--- config.mk ---
export PLATFORM = sky130hd
export DESIGN_NAME = beta_lsu
export DESIGN_NICKNAME = d
export VERILOG_FILES = /design/src/rtl/beta_exe_stage_pkg.sv /design/src/rtl/beta_lsu_align.sv /design/src/rtl/beta_lsu.sv
export SDC_FILE = /design/constraint.sdc
export NUM_CORES = 1
export LEC_CHECK = 0
export CELL_PAD_IN_SITES_DETAIL_PLACEMENT = 1
export CELL_PAD_IN_SITES_GLOBAL_PLACEMENT = 1
export CORE_UTILIZATION = 28
export CTS_BUF_LIST = sky130_fd_sc_hd__clkbuf_4
export CTS_CLUSTER_DIAMETER = 30
export DETAILED_ROUTE_END_ITERATION = 8
export HOLD_SLACK_MARGIN = 0.1
export PLACE_DENSITY = 0.86
export REMOVE_ABC_BUFFERS = 1
export SLEW_MARGIN = 20
export SYNTH_ARGS = -nofsm -noshare
export SYNTH_HDL_FRONTEND = slang
export SYNTH_SLANG_ARGS = --single-unit
--- constraint.sdc ---
create_clock -name clk_i -period 1.9 [get_ports clk_i]
set_input_delay 0.38 -clock clk_i [delete_from_list [all_inputs] [get_ports clk_i]]
set_output_delay 0.38 -clock clk_i [all_outputs]
set_load 0.02 [all_outputs]
--- src/rtl/beta_exe_stage_pkg.sv ---
// Shared execute-stage definitions: load/store unit states and the memory
// operation encodings produced by the decode stage control word.
package beta_exe_stage_pkg;

    typedef enum logic [1:0] {
        IDLE   = 2'd0,
        REQ    = 2'd1,
        WAIT_R = 2'd2,
        RESP   = 2'd3
    } lsu_state_e;

    // Access size encodings; must track decode's exe_mem_op_size values.
    localparam logic [1:0] MEM_SIZE_BYTE = 2'b00;
    localparam logic [1:0] MEM_SIZE_HALF = 2'b01;
    localparam logic [1:0] MEM_SIZE_WORD = 2'b10;

    // Operation direction encodings (exe_mem_op).
    localparam logic MEM_OP_LOAD  = 1'b0;
    localparam logic MEM_OP_STORE = 1'b1;

endpackage

--- src/rtl/beta_lsu_align.sv ---
// Combinational byte-lane logic for the load/store unit: misalignment check,
// byte-enable and store-data lane replication on the request side, and
// lane extraction plus sign/zero extension on the load-return side.
module beta_lsu_align
    import beta_exe_stage_pkg::*;
(
    input  logic [1:0]  addr_off_i,
    input  logic [1:0]  size_i,
    input  logic [31:0] wdata_i,
    output logic        misaligned_o,
    output logic [3:0]  be_o,
    output logic [31:0] wdata_lanes_o,
    input  logic [1:0]  ld_off_i,
    input  logic [1:0]  ld_size_i,
    input  logic        ld_unsigned_i,
    input  logic [31:0] rdata_i,
    output logic [31:0] ld_data_o
);

    logic [31:0] shifted_s;

    // Request side: decide legality and place store data on its byte lanes.
    always_comb begin
        misaligned_o  = 1'b0;
        be_o          = 4'b0000;
        wdata_lanes_o = wdata_i;
        case (size_i)
            MEM_SIZE_BYTE: begin
                be_o          = 4'b0001 << addr_off_i;
                wdata_lanes_o = {4{wdata_i[7:0]}};
            end
            MEM_SIZE_HALF: begin
                misaligned_o  = addr_off_i[0];
                be_o          = 4'b0011 << addr_off_i;
                wdata_lanes_o = {2{wdata_i[15:0]}};
            end
            MEM_SIZE_WORD: begin
                misaligned_o  = (addr_off_i != 2'b00);
                be_o          = 4'b1111;
                wdata_lanes_o = wdata_i;
            end
            default: begin
                misaligned_o  = 1'b1;
                be_o          = 4'b0000;
                wdata_lanes_o = wdata_i;
            end
        endcase
    end

    assign shifted_s = rdata_i >> {ld_off_i, 3'b000};

    // Load side: pick the addressed lanes and extend to a full word.
    always_comb begin
        ld_data_o = 32'd0;
        case (ld_size_i)
            MEM_SIZE_BYTE: ld_data_o = ld_unsigned_i ? {24'd0, shifted_s[7:0]}
                                                     : {{24{shifted_s[7]}}, shifted_s[7:0]};
            MEM_SIZE_HALF: ld_data_o = ld_unsigned_i ? {16'd0, shifted_s[15:0]}
                                                     : {{16{shifted_s[15]}}, shifted_s[15:0]};
            MEM_SIZE_WORD: ld_data_o = shifted_s;
            default:       ld_data_o = 32'd0;
        endcase
    end

endmodule

--- src/rtl/beta_lsu.sv ---
// Execute-stage load/store unit. Accepts one memory operation at a time,
// runs the data-memory req/gnt/rvalid handshake and returns a single
// registered completion pulse. Illegal accesses complete with an error and
// never reach memory.
module beta_lsu
    import beta_exe_stage_pkg::*;
#(
    parameter int ADDR_W = 32,
    parameter int DATA_W = 32
) (
    input  logic              clk_i,
    input  logic              rst_i,
    input  logic              req_valid_i,
    output logic              req_ready_o,
    input  logic              mem_op_i,
    input  logic [1:0]        size_i,
    input  logic              unsigned_i,
    input  logic [ADDR_W-1:0] addr_i,
    input  logic [DATA_W-1:0] wdata_i,
    output logic              resp_valid_o,
    output logic [DATA_W-1:0] resp_rdata_o,
    output logic              resp_err_o,
    output logic              data_req_o,
    input  logic              data_gnt_i,
    output logic [ADDR_W-1:0] data_addr_o,
    output logic              data_we_o,
    output logic [3:0]        data_be_o,
    output logic [DATA_W-1:0] data_wdata_o,
    input  logic              data_rvalid_i,
    input  logic [DATA_W-1:0] data_rdata_i
);

    lsu_state_e  state_r;
    logic        ready_r;
    logic [1:0]  off_r;
    logic [1:0]  size_r;
    logic        unsigned_r;

    logic        misaligned_s;
    logic [3:0]  be_s;
    logic [31:0] wdata_lanes_s;
    logic [31:0] ld_data_s;

    beta_lsu_align u_align (
        .addr_off_i    (addr_i[1:0]),
        .size_i        (size_i),
        .wdata_i       (wdata_i),
        .misaligned_o  (misaligned_s),
        .be_o          (be_s),
        .wdata_lanes_o (wdata_lanes_s),
        .ld_off_i      (off_r),
        .ld_size_i     (size_r),
        .ld_unsigned_i (unsigned_r),
        .rdata_i       (data_rdata_i),
        .ld_data_o     (ld_data_s)
    );

    assign req_ready_o = ready_r;

    // Operation sequencer: owns the memory bus outputs and the response registers.
    always_ff @(posedge clk_i) begin
        if (rst_i) begin
            state_r      <= IDLE;
            ready_r      <= 1'b1;
            off_r        <= 2'b00;
            size_r       <= 2'b00;
            unsigned_r   <= 1'b0;
            resp_valid_o <= 1'b0;
            resp_err_o   <= 1'b0;
            resp_rdata_o <= '0;
            data_req_o   <= 1'b0;
            data_we_o    <= 1'b0;
            data_be_o    <= 4'b0000;
            data_addr_o  <= '0;
            data_wdata_o <= '0;
        end else begin
            case (state_r)
                IDLE: begin
                    if (req_valid_i) begin
                        ready_r <= 1'b0;
                        if (misaligned_s) begin
                            // Fault completes without a bus cycle.
                            state_r      <= RESP;
                            resp_valid_o <= 1'b1;
                            resp_err_o   <= 1'b1;
                            resp_rdata_o <= '0;
                        end else begin
                            state_r      <= REQ;
                            off_r        <= addr_i[1:0];
                            size_r       <= size_i;
                            unsigned_r   <= unsigned_i;
                            data_req_o   <= 1'b1;
                            data_we_o    <= (mem_op_i == MEM_OP_STORE);
                            data_be_o    <= be_s;
                            data_addr_o  <= {addr_i[ADDR_W-1:2], 2'b00};
                            data_wdata_o <= wdata_lanes_s;
                        end
                    end else begin
                        state_r <= IDLE;
                    end
                end
                REQ: begin
                    if (data_gnt_i) begin
                        data_req_o <= 1'b0;
                        if (data_we_o == MEM_OP_LOAD) begin
                            state_r <= WAIT_R;
                        end else begin
                            state_r      <= RESP;
                            resp_valid_o <= 1'b1;
                            resp_err_o   <= 1'b0;
                            resp_rdata_o <= '0;
                        end
                    end else begin
                        state_r <= REQ;
                    end
                end
                WAIT_R: begin
                    if (data_rvalid_i) begin
                        state_r      <= RESP;
                        resp_valid_o <= 1'b1;
                        resp_err_o   <= 1'b0;
                        resp_rdata_o <= ld_data_s;
                    end else begin
                        state_r <= WAIT_R;
                    end
                end
                RESP: begin
                    state_r      <= IDLE;
                    ready_r      <= 1'b1;
                    resp_valid_o <= 1'b0;
                    resp_err_o   <= 1'b0;
                    resp_rdata_o <= '0;
                end
                default: begin
                    state_r      <= IDLE;
                    ready_r      <= 1'b1;
                    resp_valid_o <= 1'b0;
                    resp_err_o   <= 1'b0;
                    resp_rdata_o <= '0;
                    data_req_o   <= 1'b0;
                end
            endcase
        end
    end

endmodule

## Word-level counts from Yosys, hierarchy flattened

Index checks and enable logic that the tools add are counted.

- Bits in registers: 110
- Bits in latches: 0
- Bits in writable memories: 0
- ROM bits: 0
- Input port bits: 105
- Output and inout bits: 105
- Word-level logic and storage cells: 74
- Memories kept: 0

- $add $sub $neg: 0
- Multiply operators: 0
- Div/mod/pow operators: 0
- Magnitude comparators: 0
- Eq/ne operators: 13
- Shifts and indexed selects: 3
- Mux-type cells: 34
- Bitwise gates (word level): 1
- Reduce and logical (&&, ||, !) cells: 10

Operator list:

| cell | count |
|---|---|
| 32-bit two-way mux | 7 |
| 32-bit one-hot mux with 4 select lines | 1 |
| 32-bit one-hot mux with 3 select lines | 1 |
| 32-bit one-hot mux with 2 select lines | 1 |
| 32-bit by 5-bit right shift with 32-bit output | 1 |
| 1-bit two-way mux | 14 |
| 2-bit != test (second input constant) | 6 |
| 4-bit one-hot mux with 3 select lines | 1 |
| 2-bit == test (second input constant) | 4 |
| 1-bit one-hot mux with 4 select lines | 2 |
| 2-bit one-hot mux with 4 select lines | 1 |
| 2-bit by 1-bit == test with 1-bit output (second input constant) | 3 |
| 2-bit logical NOT | 3 |
| 2-bit two-way mux | 3 |
| 2-bit nonzero test | 3 |
| 5-bit AND reduction | 1 |
| 1-bit one-hot mux with 2 select lines | 2 |
| 4-bit AND reduction | 1 |
| 1-bit by 2-bit left shift with 4-bit output (first input constant) | 1 |
| 2-bit by 2-bit left shift with 4-bit output (first input constant) | 1 |
| 1-bit one-hot mux with 3 select lines | 1 |
| 3-bit AND reduction | 1 |
| 2-bit AND reduction | 1 |
| 1-bit inverter | 1 |

## Depth between registers and ports, before layout

Gate-level depths: netlist of run 1.

- Word-level depth: 5
- Mapped depth: 7

## By module

Synthesis of run 1 repeated with hierarchy kept, for this count alone.

- Cells, all modules: 667
- Area, all modules: 5,580.4 µm²

Modules (own cells, without submodules):

| module | instances | cells each | area an instance (µm²) |
|---|---|---|---|
| beta_lsu | 1 | 495 | 4,274.1 |
| beta_lsu_align | 1 | 172 | 1,306.3 |

## Least setup slack after synthesis of run 1

OpenSTA, ideal clock, no wires.

- Kind: register -> register
- From: register size_r[0]
- To: register resp_rdata_o[16]
- Library setup time: 0.056 ns
- Arrival: 1.708 ns
- Required time: 1.844 ns
- Path slack: 0.136 ns
- Stages on the path, launching flop included: 6
- Clock period less this slack: 1.764 ns
- Cells stage by stage: dfxtp_1 > clkbuf_1 > mux2_2 > a2111oi_4 > buf_6 > a211o_2

- Longest elaborated chain between the ends: 4
- Elaborated cells between the ends (all ways): 6
- Those cells by class: 2 x eq/ne; 3 x mux; 1 x reduce/logical

RTL lines:

| element | RTL line | source |
|---|---|---|
| start: declaration | beta_lsu.sv:36 | `logic [1:0] size_r;` |
| start signal: assignment | beta_lsu.sv:90 | `size_r <= size_i;` |
| 2-bit == test (tied with other cells) | beta_lsu_align.sv:55 | `case (ld_size_i)` |
| 32-bit one-hot mux with 3 select lines (*) | beta_lsu_align.sv:55 |  |
| 32-bit two-way mux (*) | beta_lsu.sv:118 | `if (data_rvalid_i) begin` |
| 32-bit one-hot mux with 4 select lines (*) | beta_lsu.sv:77 | `case (state_r)` |
| end signal: assignment | beta_lsu.sv:122 | `resp_rdata_o <= ld_data_s;` |
| end: declaration | beta_lsu.sv:21 | `output logic [DATA_W-1:0] resp_rdata_o,` |

Mark *: on every way between the ends. The rest lies on a longest branch, timed or not. The select of a mux whose other input is x is not followed.
A chain may end at the register's enable or synchronous reset.

## Final worst setup path of run 1

- From: register data_wdata_o[5]
- To: output data_wdata_o[5]

RTL lines:

| element | RTL line | source |
|---|---|---|
| start: declaration | beta_lsu.sv:28 | `output logic [DATA_W-1:0] data_wdata_o,` |
| start signal: assignment | beta_lsu.sv:96 | `data_wdata_o <= wdata_lanes_s;` |

No word-level cell between the ends.

==> impl_metrics.yaml, run 1 <==
critical_path:
  end_kind: "output pin"
  worstPathMaxFanout: 2
  required_ns: 1.52
  cp.arrival_ns: 1.45
  crit_slowest_cell: "clkdlybuf4s50_1"
  critPathKind: "reg2out"
  crit_buf_inv: 1
  critPathTopFamily: "buffers and inverters"
  crit_chain: "clkdlybuf4s50_1"
  cp-start-kind: "register"
  max_stage_delay_ns: 0.61
place:
  portBuffers: 207
  place_inst: 1003
  post-place-ws_ns: -0.334
  hpwl_mm: 13.2
  gp_congestion: 0.883
  placed_cell_area_sq_um: 7450
timing:
  clock_skew_ns: 0.00802
  maxSlewHeadroom_pct: 51.8
  max_clock_freq_mhz: 545
  setup_viol: 0
  hold_viol: 0
  worst_slew_pin_slew_ns: 0.721
  fin_crit_ns: 1.83
  finalMaxSlewViolations: 0
  fin_ws_ns: 0.0662
  period_share_pct: 96.5
synth:
  syn_avg_cell_area_sq_um: 8.37
  async_reset_ff_share_pct: 0
  ys_warn_count: 0
  synth_edf_count: 0
  yosysSeqAreaShare_pct: 45.0
  syn-instance-count: 584
  synth_ff_type: "dfxtp_1"
  synthesis.area_sq_um: 4890
  yosysUniqueCellTypes: 47
  ys_ff_latch: 110
routing:
  ant_nets: 0
  drc: 0
  drtIter0Drc: 224
  routed_via_density: 4.94
  routed_wl_mm: 17.8
  wire_per_inst_um: 17.5
  vias: 5036
  dr.pass1.iters: 4
floorplanning:
  start_util_pct: 29.1
  num_rows: 47
  ioPinCount: 210
  die_y_um: 134
  die_w_um: 134
  core-area_sq_um: 16800
  die-area_sq_um: 18000
global_route:
  grt_pass1_wl_mm: 27.9
  gr-total-overflow: 0
  grt_antenna_before_repair: 1
  grt.total_usage_pct: 19.9
  grt_pass1_vias: 5134
  grt_max_degree: 81
cts:
  cts.hold.buffers_added: 0
  cts_tree: "yes"
  clkTransAtPathRegs_ns: 0.16
  cts-buffers-inserted: 9
  clk_latency_ns: 0.47
  cts_max_level: 3
  cts_root_buf: "clkbuf_4"
  cts_num_sinks: 110
  clockBufferDepth: 2
flow_run:
  maxCapViolCount: 0
pwr:
  p_sw_mw: 1.62
  seqPwrFrac_pct: 49.1
  swShare_pct: 31.2
  leakage_nw: 3.87
  p_int_mw: 3.57
  powerDensity_nw_per_um2: 675
  peakVddDrop_uv: 273
  combPwrFrac_pct: 28.0
  finalPower_mw: 5.19
  clkPwrFrac_pct: 22.9
layout:
  drive_above_1_share_pct: 9.89
  fin_util_pct: 45.7
  final_common_cell: "nand2_1"
  finalNetCount: 899
  finish.instance_area_sq_um: 7690
  layout_common_cells: "142 x nand2_1, 117 x clkdlybuf4s50_1, 109 x dfxtp_1"
  area_delta_synth_final_pct: 57.3
  stdcell_count: 1020
worst_hold_path:
  min_path_type: "in2reg"
status:
  status: "completed"
-- state kept, by name (all words and copies together), names as in the netlist --
| signal | flops |
|---|---|
| data_wdata_o | 32 |
| data_req_o | 1 |
| resp_valid_o | 1 |
| data_addr_o | 30 |
| data_we_o | 1 |
| resp_err_o | 1 |
| state_r | 2 |
| req_ready_o | 1 |
| data_be_o | 4 |
| off_r | 2 |
| unsigned_r | 1 |
| size_r | 2 |
| resp_rdata_o | 32 |
-- area by class of cell --
cell class,instances,area (sq um)
Fill cell,1973,9130
Clock buffer,11,82.6
Tap cell,220,275
Antenna cell,1,2.50
Inverter,2,7.51
Multi-Input combinational cell,422,2450
Timing Repair Buffer,249,2620
Sequential cell,110,2200
Clock inverter,5,50.0
-- power by group through the flow --
stage / clock (mW) / sequential, mW / combinational (mW)
after floorplan: 0 / 2.76 / 0.447
after global placement: 0 / 2.60 / 1.48
after detailed placement: 0 / 2.60 / 1.50
after CTS: 1.25 / 2.55 / 1.48
after global routing: 1.35 / 2.57 / 1.57
final: 1.19 / 2.55 / 1.45
-- cells in the mapped netlist (2+ instances only) --
cell type / instances / area [sq um]
buf_4: 6 / 45.0
nor3b_1: 7 / 52.6
nand3_1: 8 / 40.0
buf_1: 2 / 7.51
nand2_1: 142 / 533
a31oi_1: 2 / 12.5
o211ai_1: 2 / 15.0
nand3b_1: 2 / 15.0
clkbuf_1: 26 / 97.6
buf_2: 14 / 70.1
nand2b_1: 3 / 18.8
dfxtp_1: 110 / 2200
nor2_1: 35 / 131
mux2i_1: 40 / 400
and3_1: 2 / 12.5
nor3_1: 3 / 15.0
a311oi_1: 8 / 70.1
o21ai_0: 26 / 130
a221o_1: 5 / 50.1
o21a_1: 2 / 15.0
buf_6: 3 / 33.8
nor2b_1: 6 / 37.5
o2bb2ai_1: 15 / 131
a211oi_1: 10 / 75.1
a211o_2: 10 / 100
a21oi_1: 74 / 370
-- cells by family (layout without fill, tap and decap cells) --
family | count (synthesis) | count (layout) | share of synthesized area (%)
AOI/OAI and AO/OA | 164 | 164 | 21.9
xor gates and xnor gates | 1 | 1 | 0.179
buffers and inverters | 53 | 267 | 5.35
DFF | 110 | 110 | 45.0
muxes | 42 | 42 | 8.88
other | 1 | 3 | 0.0767
and+or+nand+nor | 213 | 213 | 18.5
-- through the flow --
| step | hold WS, ns | TNS, ns |
|---|---|---|
| final | 0.279 | 0 |
| after global routing | 0.246 | -0.0171 |
| after CTS | 0.221 | 0 |
| after detailed placement | 0.449 | -19.15 |
| after global placement | 0.441 | -13.25 |
| after floorplan | 0.449 | -72.35 |
-- path summary, 6_finish.rpt --
kind	slack, ns	endpoint	cells after the start	from
max	0.07	data_wdata_o[5]	1	data_wdata_o[5]$_SDFFE_PP0P_
min	0.28	off_r[0]$_SDFFE_PP0P_	3	rst_i
max reg2reg	0.14	resp_rdata_o[10]$_SDFFE_PP0P_	4	off_r[1]$_SDFFE_PP0P_
min reg2reg	0.46	data_addr_o[27]$_SDFFE_PP0P_	2	data_addr_o[27]$_SDFFE_PP0P_
-- worst min-delay path, cell delays in order --
cell and delay, ns:
buf_2 0.12, buf_4 0.18, a21oi_1 0.05
-- layer usage --
layer	GRT usage (%)	share of wire, %	vias to the layer above
met2	32.0	45	196
met5	0	0	-
met1	23.8	42	2362
met3	7.63	9.9	26
met4	8.05	2.6	0
li1	-	-	2452
-- what timing repair did --
item,4_1_cts,5_1_grt
pin swaps,0,0
buffers inserted,0,0
setup endpoints to repair,46,65
gates resized for setup,34,57
endpoints found under the hold margin,0,0
(Power assumes the default switching activity.)
==> run 2, diff against run 1 <==
GPL_ROUTABILITY_DRIVEN = 0   (was not set)
PLACE_DENSITY = not set   (was 0.86)
PLACE_DENSITY_LB_ADDON = 0.12   (was not set)
==> run 2 against run 1 <==
- power up 0.11%
- sequential power about the same
- core utilization down 0.55 points
- die area unchanged
- routed wire length down 2.8%
- via count down 1.5%
- sequential share of layout area up 0.35 points
- non-clock buffer count up 2
- first-iteration DRC count down 40%
- fmax up 0.55%
- clock-buffer cell count down 2
- global-route usage down 0.37 points
==> impl_metrics.yaml, run 2 (synthesized netlist as in run 1, its figures left out) <==
status:
  status: "completed"
timing:
  rsz0062_at_grt: "no"
  worst_slew_pin_slew_ns: 0.763
  hold_viol: 0
  maxSlewHeadroom_pct: 49.1
  max_clock_freq_mhz: 548
  period_share_pct: 96.0
  fin_ws_ns: 0.0762
  finalMaxSlewViolations: 0
  clock_skew_ns: 0.0109
  fin_crit_ns: 1.82
  setup_viol: 0
pwr:
  p_sw_mw: 1.67
  peakVddDrop_uv: 299
  swShare_pct: 32.0
  powerDensity_nw_per_um2: 684
  combPwrFrac_pct: 26.7
  leakage_nw: 3.63
  seqPwrFrac_pct: 49.0
  p_int_mw: 3.54
  clkPwrFrac_pct: 24.2
routing:
  vias: 4958
  routed_wl_mm: 17.3
  drc: 0
  drtIter0Drc: 135
  dr.pass1.iters: 4
  ant_nets: 0
  wire_per_inst_um: 17.0
  routed_via_density: 4.85
critical_path:
  worstPathMaxFanout: 2
  worstReg2RegEnd: "resp_rdata_o[13]$_SDFFE_PP0P_"
  r2r_cells: 6
  reg2reg_slack_ns: 0.13
  r2r_start: "state_r[0]$_SDFF_PP0_"
  cp.depth: 1
  max_stage_delay_ns: 0.60
  cp-start-kind: "register"
  end_kind: "output pin"
  required_ns: 1.52
  crit_buf_inv: 1
  cp.arrival_ns: 1.44
  critPathKind: "reg2out"
  startpoint: "data_addr_o[29]$_SDFFE_PP0P_"
  critPathTopFamily: "buffers and inverters"
  crit_chain: "clkdlybuf4s50_1"
  crit_slowest_cell: "clkdlybuf4s50_1"
  worstSetupEndpoint: "data_addr_o[29]"
cts:
  cts_max_level: 3
  cts_root_buf: "clkbuf_4"
  post_cts_buffers: 0
  cts_num_sinks: 110
  clockBufferDepth: 2
  cts-buffers-inserted: 9
  cts_tree: "yes"
  clk_latency_ns: 0.48
  clkTransAtPathRegs_ns: 0.17
floorplanning:
  ioPinCount: 210
  num_rows: 47
  die_w_um: 134
  core-area_sq_um: 16800
  start_util_pct: 29.1
  die-area_sq_um: 18000
  die_y_um: 134
global_route:
  grt_max_degree: 70
  grt_pass1_wl_mm: 27.8
  use_met1_pct: 22.0
  use_met3_pct: 8.31
  grt_pass1_vias: 5293
  grtUsageMet2_pct: 33.7
  grt.total_usage_pct: 19.6
  gr-total-overflow: 0
  grt_antenna_before_repair: 3
  top_usage_layer: "met2"
flow_run:
  maxCapViolCount: 0
place:
  post-place-ws_ns: -0.329
  hpwl_mm: 13.0
  portBuffers: 207
  placed_cell_area_sq_um: 7430
layout:
  largestRegisters: "data_wdata_o x32, resp_rdata_o x32, data_addr_o x30"
  finalNetCount: 901
  drive_above_1_share_pct: 10.2
  area_delta_synth_final_pct: 55.4
  final_common_cell: "nand2_1"
  layout_common_cells: "142 x nand2_1, 109 x dfxtp_1, 106 x clkdlybuf4s50_1"
  finish.instance_area_sq_um: 7600
worst_hold_path:
  min_path_type: "in2reg"
==> run 2: cell count changes in the layout (fill, tap and decap cells not counted), sizes merged <==
cell	change
dlygate4sd2	+33
dlymetal6s2s	-22
clkbuf	-2
buf	+2
clkdlybuf4s50	-11
inv	+2
==> run 2: per-layer routing <==
metal	part of all wire (%)	up-vias
li1	-	2459
met1	41	2326
met2	48	148
met3	9.7	21
met4	1.4	4
met5	0.18	-
==> run 2: cell type report <==
type / instances / area, sq um
antenna: 1 / 2.50
clock buffer: 9 / 67.6
clock inverter: 7 / 81.3
fill: 1984 / 9220
inverter: 2 / 7.51
multi-input combinational: 422 / 2450
sequential: 110 / 2200
tap: 220 / 275
timing repair buffer: 251 / 2510
==> run 2: power groups by stage <==
stage / Clock, mW / Sequential (mW) / Combinational, mW
final: 1.26 / 2.55 / 1.39
after floorplan: 0 / 2.76 / 0.447
after detailed placement: 0 / 2.60 / 1.47
after CTS: 1.34 / 2.55 / 1.41
after global placement: 0 / 2.60 / 1.43
after global routing: 1.41 / 2.57 / 1.51
==> run 2: worst min path at each step <==
stage	start	end	depth (start not counted)
floorplan	rst_i	data_addr_o[10]$_SDFFE_PP0P_	1
global placement	data_be_o[3]$_SDFFE_PP0P_	data_be_o[3]$_SDFFE_PP0P_	2
CTS	rst_i	resp_rdata_o[4]$_SDFFE_PP0P_	3
finish	rst_i	resp_rdata_o[4]$_SDFFE_PP0P_	3
detailed placement	data_wdata_o[31]$_SDFFE_PP0P_	data_wdata_o[31]$_SDFFE_PP0P_	2
global route	rst_i	resp_rdata_o[4]$_SDFFE_PP0P_	3
==> run 2: per-stage QoR <==
stage	utilization (%)	power [mW]	TNS, ns	hold slack (ns)	cells
3_5_place_dp	44.2	4.07	-22.33	0.446	1005
6_report	45.2	5.20	0	0.366	1022
2_1_floorplan	-	3.21	-72.35	0.449	534
3_3_place_gp	44.2	4.03	-13.90	0.440	1005
5_1_grt	45.2	5.50	0	0.343	1021
4_1_cts	44.6	5.30	0	0.306	1021
==> run 2: repair_timing <==
action / in CTS / in global routing
hold buffers: 0 / 0
gates cloned: 0 / 0
gates resized for setup: 66 / 36
setup endpoints to repair: 66 / 56
==> run 2: worst reg2reg max path: cells and delay by family (launching register included) <==
kind,cells,cell delay [ns]
compound gates,3,0.69
buf+inv,2,0.34
flops,1,0.44
simple gates,1,0.23
==> run 3, diff against run 2 <==
CORE_UTILIZATION = 30   (was 28)
clock period = 2.35 ns   (was 1.9 ns; I/O delays follow)
==> run 3 against run 2 <==
- combinational power down 18%
- sequential cell count unchanged
- clock skew up 0.0082 ns
- worst hold slack better by 0.076 ns
- final cell count down 2.3%
- critical path depth unchanged
- cell area down 2.6%
- die area down 6.6%
- global-route usage up 0.45 points
- critical path type unchanged
- critical endpoint is now data_wdata_o[10]
- largest power group unchanged
==> impl_metrics.yaml, run 3 (synthesized netlist as in run 1, its figures left out) <==
status:
  status: "completed"
timing:
  finalSetupTns_ns: 0
  whs_ns: 0.442
  rsz0062_at_grt: "no"
  worst_slew_pin_slew_ns: 0.939
  finalMaxSlewViolations: 0
  max_clock_freq_mhz: 501
  fin_crit_ns: 2.00
  period_share_pct: 84.9
  clock_skew_ns: 0.0191
  maxSlewHeadroom_pct: 37.4
  setup_viol: 0
  hold_viol: 0
routing:
  routed_via_density: 4.86
  ant_nets: 0
  drtIter0Drc: 141
  dr.pass1.iters: 4
  vias: 4855
  drc: 0
  wire_per_inst_um: 16.8
  routed_wl_mm: 16.7
flow_run:
  maxCapViolCount: 0
layout:
  multi_input_area_sq_um: 2450
  fin_util_pct: 46.6
  finalNetCount: 881
  largestRegisters: "data_wdata_o x32, resp_rdata_o x32, data_addr_o x30"
  seqCellArea_sq_um: 2200
  fill_cells: 1899
  area_delta_synth_final_pct: 51.4
  final_common_cell: "clkdlybuf4s50_1"
  drive_above_1_share_pct: 7.68
  layout_common_cells: "206 x clkdlybuf4s50_1, 142 x nand2_1, 110 x dfxtp_1"
critical_path:
  max_stage_delay_ns: 0.67
  worstPathMaxFanout: 2
  cp.arrival_ns: 1.53
  cp-start-kind: "register"
  critPathTopFamily: "buffers and inverters"
  reg2reg_slack_ns: 0.47
  worstReg2RegEnd: "resp_rdata_o[18]$_SDFFE_PP0P_"
  required_ns: 1.88
  r2r_cells: 5
  end_kind: "output pin"
  cp.depth: 1
  crit_buf_inv: 1
  crit_chain: "clkdlybuf4s50_1"
  crit_slowest_cell: "clkdlybuf4s50_1"
  critPathKind: "reg2out"
  r2r_start: "off_r[0]$_SDFFE_PP0P_"
pwr:
  powerDensity_nw_per_um2: 568
  peakVddDrop_uv: 280
  leakage_nw: 2.62
place:
  hpwl_mm: 12.3
  portBuffers: 207
floorplanning:
  num_rows: 46
  die_y_um: 130
  die_w_um: 130
  die-area_sq_um: 16800
  start_util_pct: 30.8
  ioPinCount: 210
  core-area_sq_um: 15900
cts:
  clockBufferDepth: 2
  cts_root_buf: "clkbuf_4"
  clkTransAtPathRegs_ns: 0.17
  cts_tree: "yes"
  clk_latency_ns: 0.50
  cts.hold.buffers_added: 0
  post_cts_buffers: 0
  cts_num_sinks: 110
  cts_max_level: 3
  ctsResizeCount: 0
  cts-buffers-inserted: 9
global_route:
  grt_pass1_vias: 5065
  grt_max_degree: 87
  grt.total_usage_pct: 20.0
  grt_pass1_wl_mm: 25.9
  grt_antenna_before_repair: 1
  gr-total-overflow: 0
worst_hold_path:
  hold_path_depth: 4
  hp-start: "rst_i"
  min_path_type: "in2reg"
  whs_endpoint: "resp_rdata_o[11]$_SDFFE_PP0P_"
run 3: changes by cell type in the layout (fill, tap and decap cells not counted), moves of 2 or more:
cell	previous run	this run
clkinv_4	3	1
dlygate4sd2_1	66	0
inv_6	2	0
buf_4	35	17
buf_12	9	7
dlymetal6s2s_1	34	0
clkdlybuf4s50_1	106	206
run 3: worst max path at each step:
| stage | end | slack [ns] | from |
|---|---|---|---|
| after floorplan | data_be_o[1]$_SDFFE_PP0P_ | -0.52 | req_valid_i |
| after global placement | resp_rdata_o[28]$_SDFFE_PP0P_ | 0.09 | size_i[0] |
| after detailed placement | resp_rdata_o[10]$_SDFFE_PP0P_ | -0.004 | data_rdata_i[31] |
| after CTS | data_we_o | 0.31 | data_we_o$_SDFFE_PP0P_ |
| after global routing | data_addr_o[9] | 0.29 | data_addr_o[9]$_SDFFE_PP0P_ |
| final | data_wdata_o[10] | 0.35 | data_wdata_o[10]$_SDFFE_PP0P_ |
run 3: where the power goes:
| part | leakage, nW | switching, mW | internal [mW] |
|---|---|---|---|
| logic | 1.65 | 0.577 | 0.559 |
| registers | 0.895 | 0.0819 | 1.98 |
| clock network | 0.0715 | 0.680 | 0.328 |
| total | 2.62 | 1.34 | 2.87 |
run 3: per-layer routing:
layer | vias up | share of wire [%] | track usage, % | routed length (um)
met4 | 0 | 1.5 | 6.63 | 259
met5 | - | 0 | 0 | 0
li1 | 2412 | - | - | -
met2 | 143 | 48 | 34.7 | 8010
met1 | 2285 | 42 | 22.4 | 6960
met3 | 15 | 9.0 | 7.60 | 1500
run 3: area by class of cell:
type	instances	area share, %
Multi-Input combinational cell	422	33.0
Timing Repair Buffer	231	31.5
Sequential cell	110	29.7
Tap cell	216	3.65
Clock inverter	7	0.997
Clock buffer	9	0.912
Inverter	2	0.101
Antenna cell	1	0.0338
run 3: per-stage QoR:
stage	cells	area, sq um	setup WS, ns	total power, mW
finish	998	7400	0.354	4.21
global route	998	7400	0.285	4.43
CTS	997	7400	0.307	4.27
detailed placement	981	7260	-0.00385	3.25
global placement	981	7260	0.0935	3.22
floorplan	534	4640	-0.520	2.59
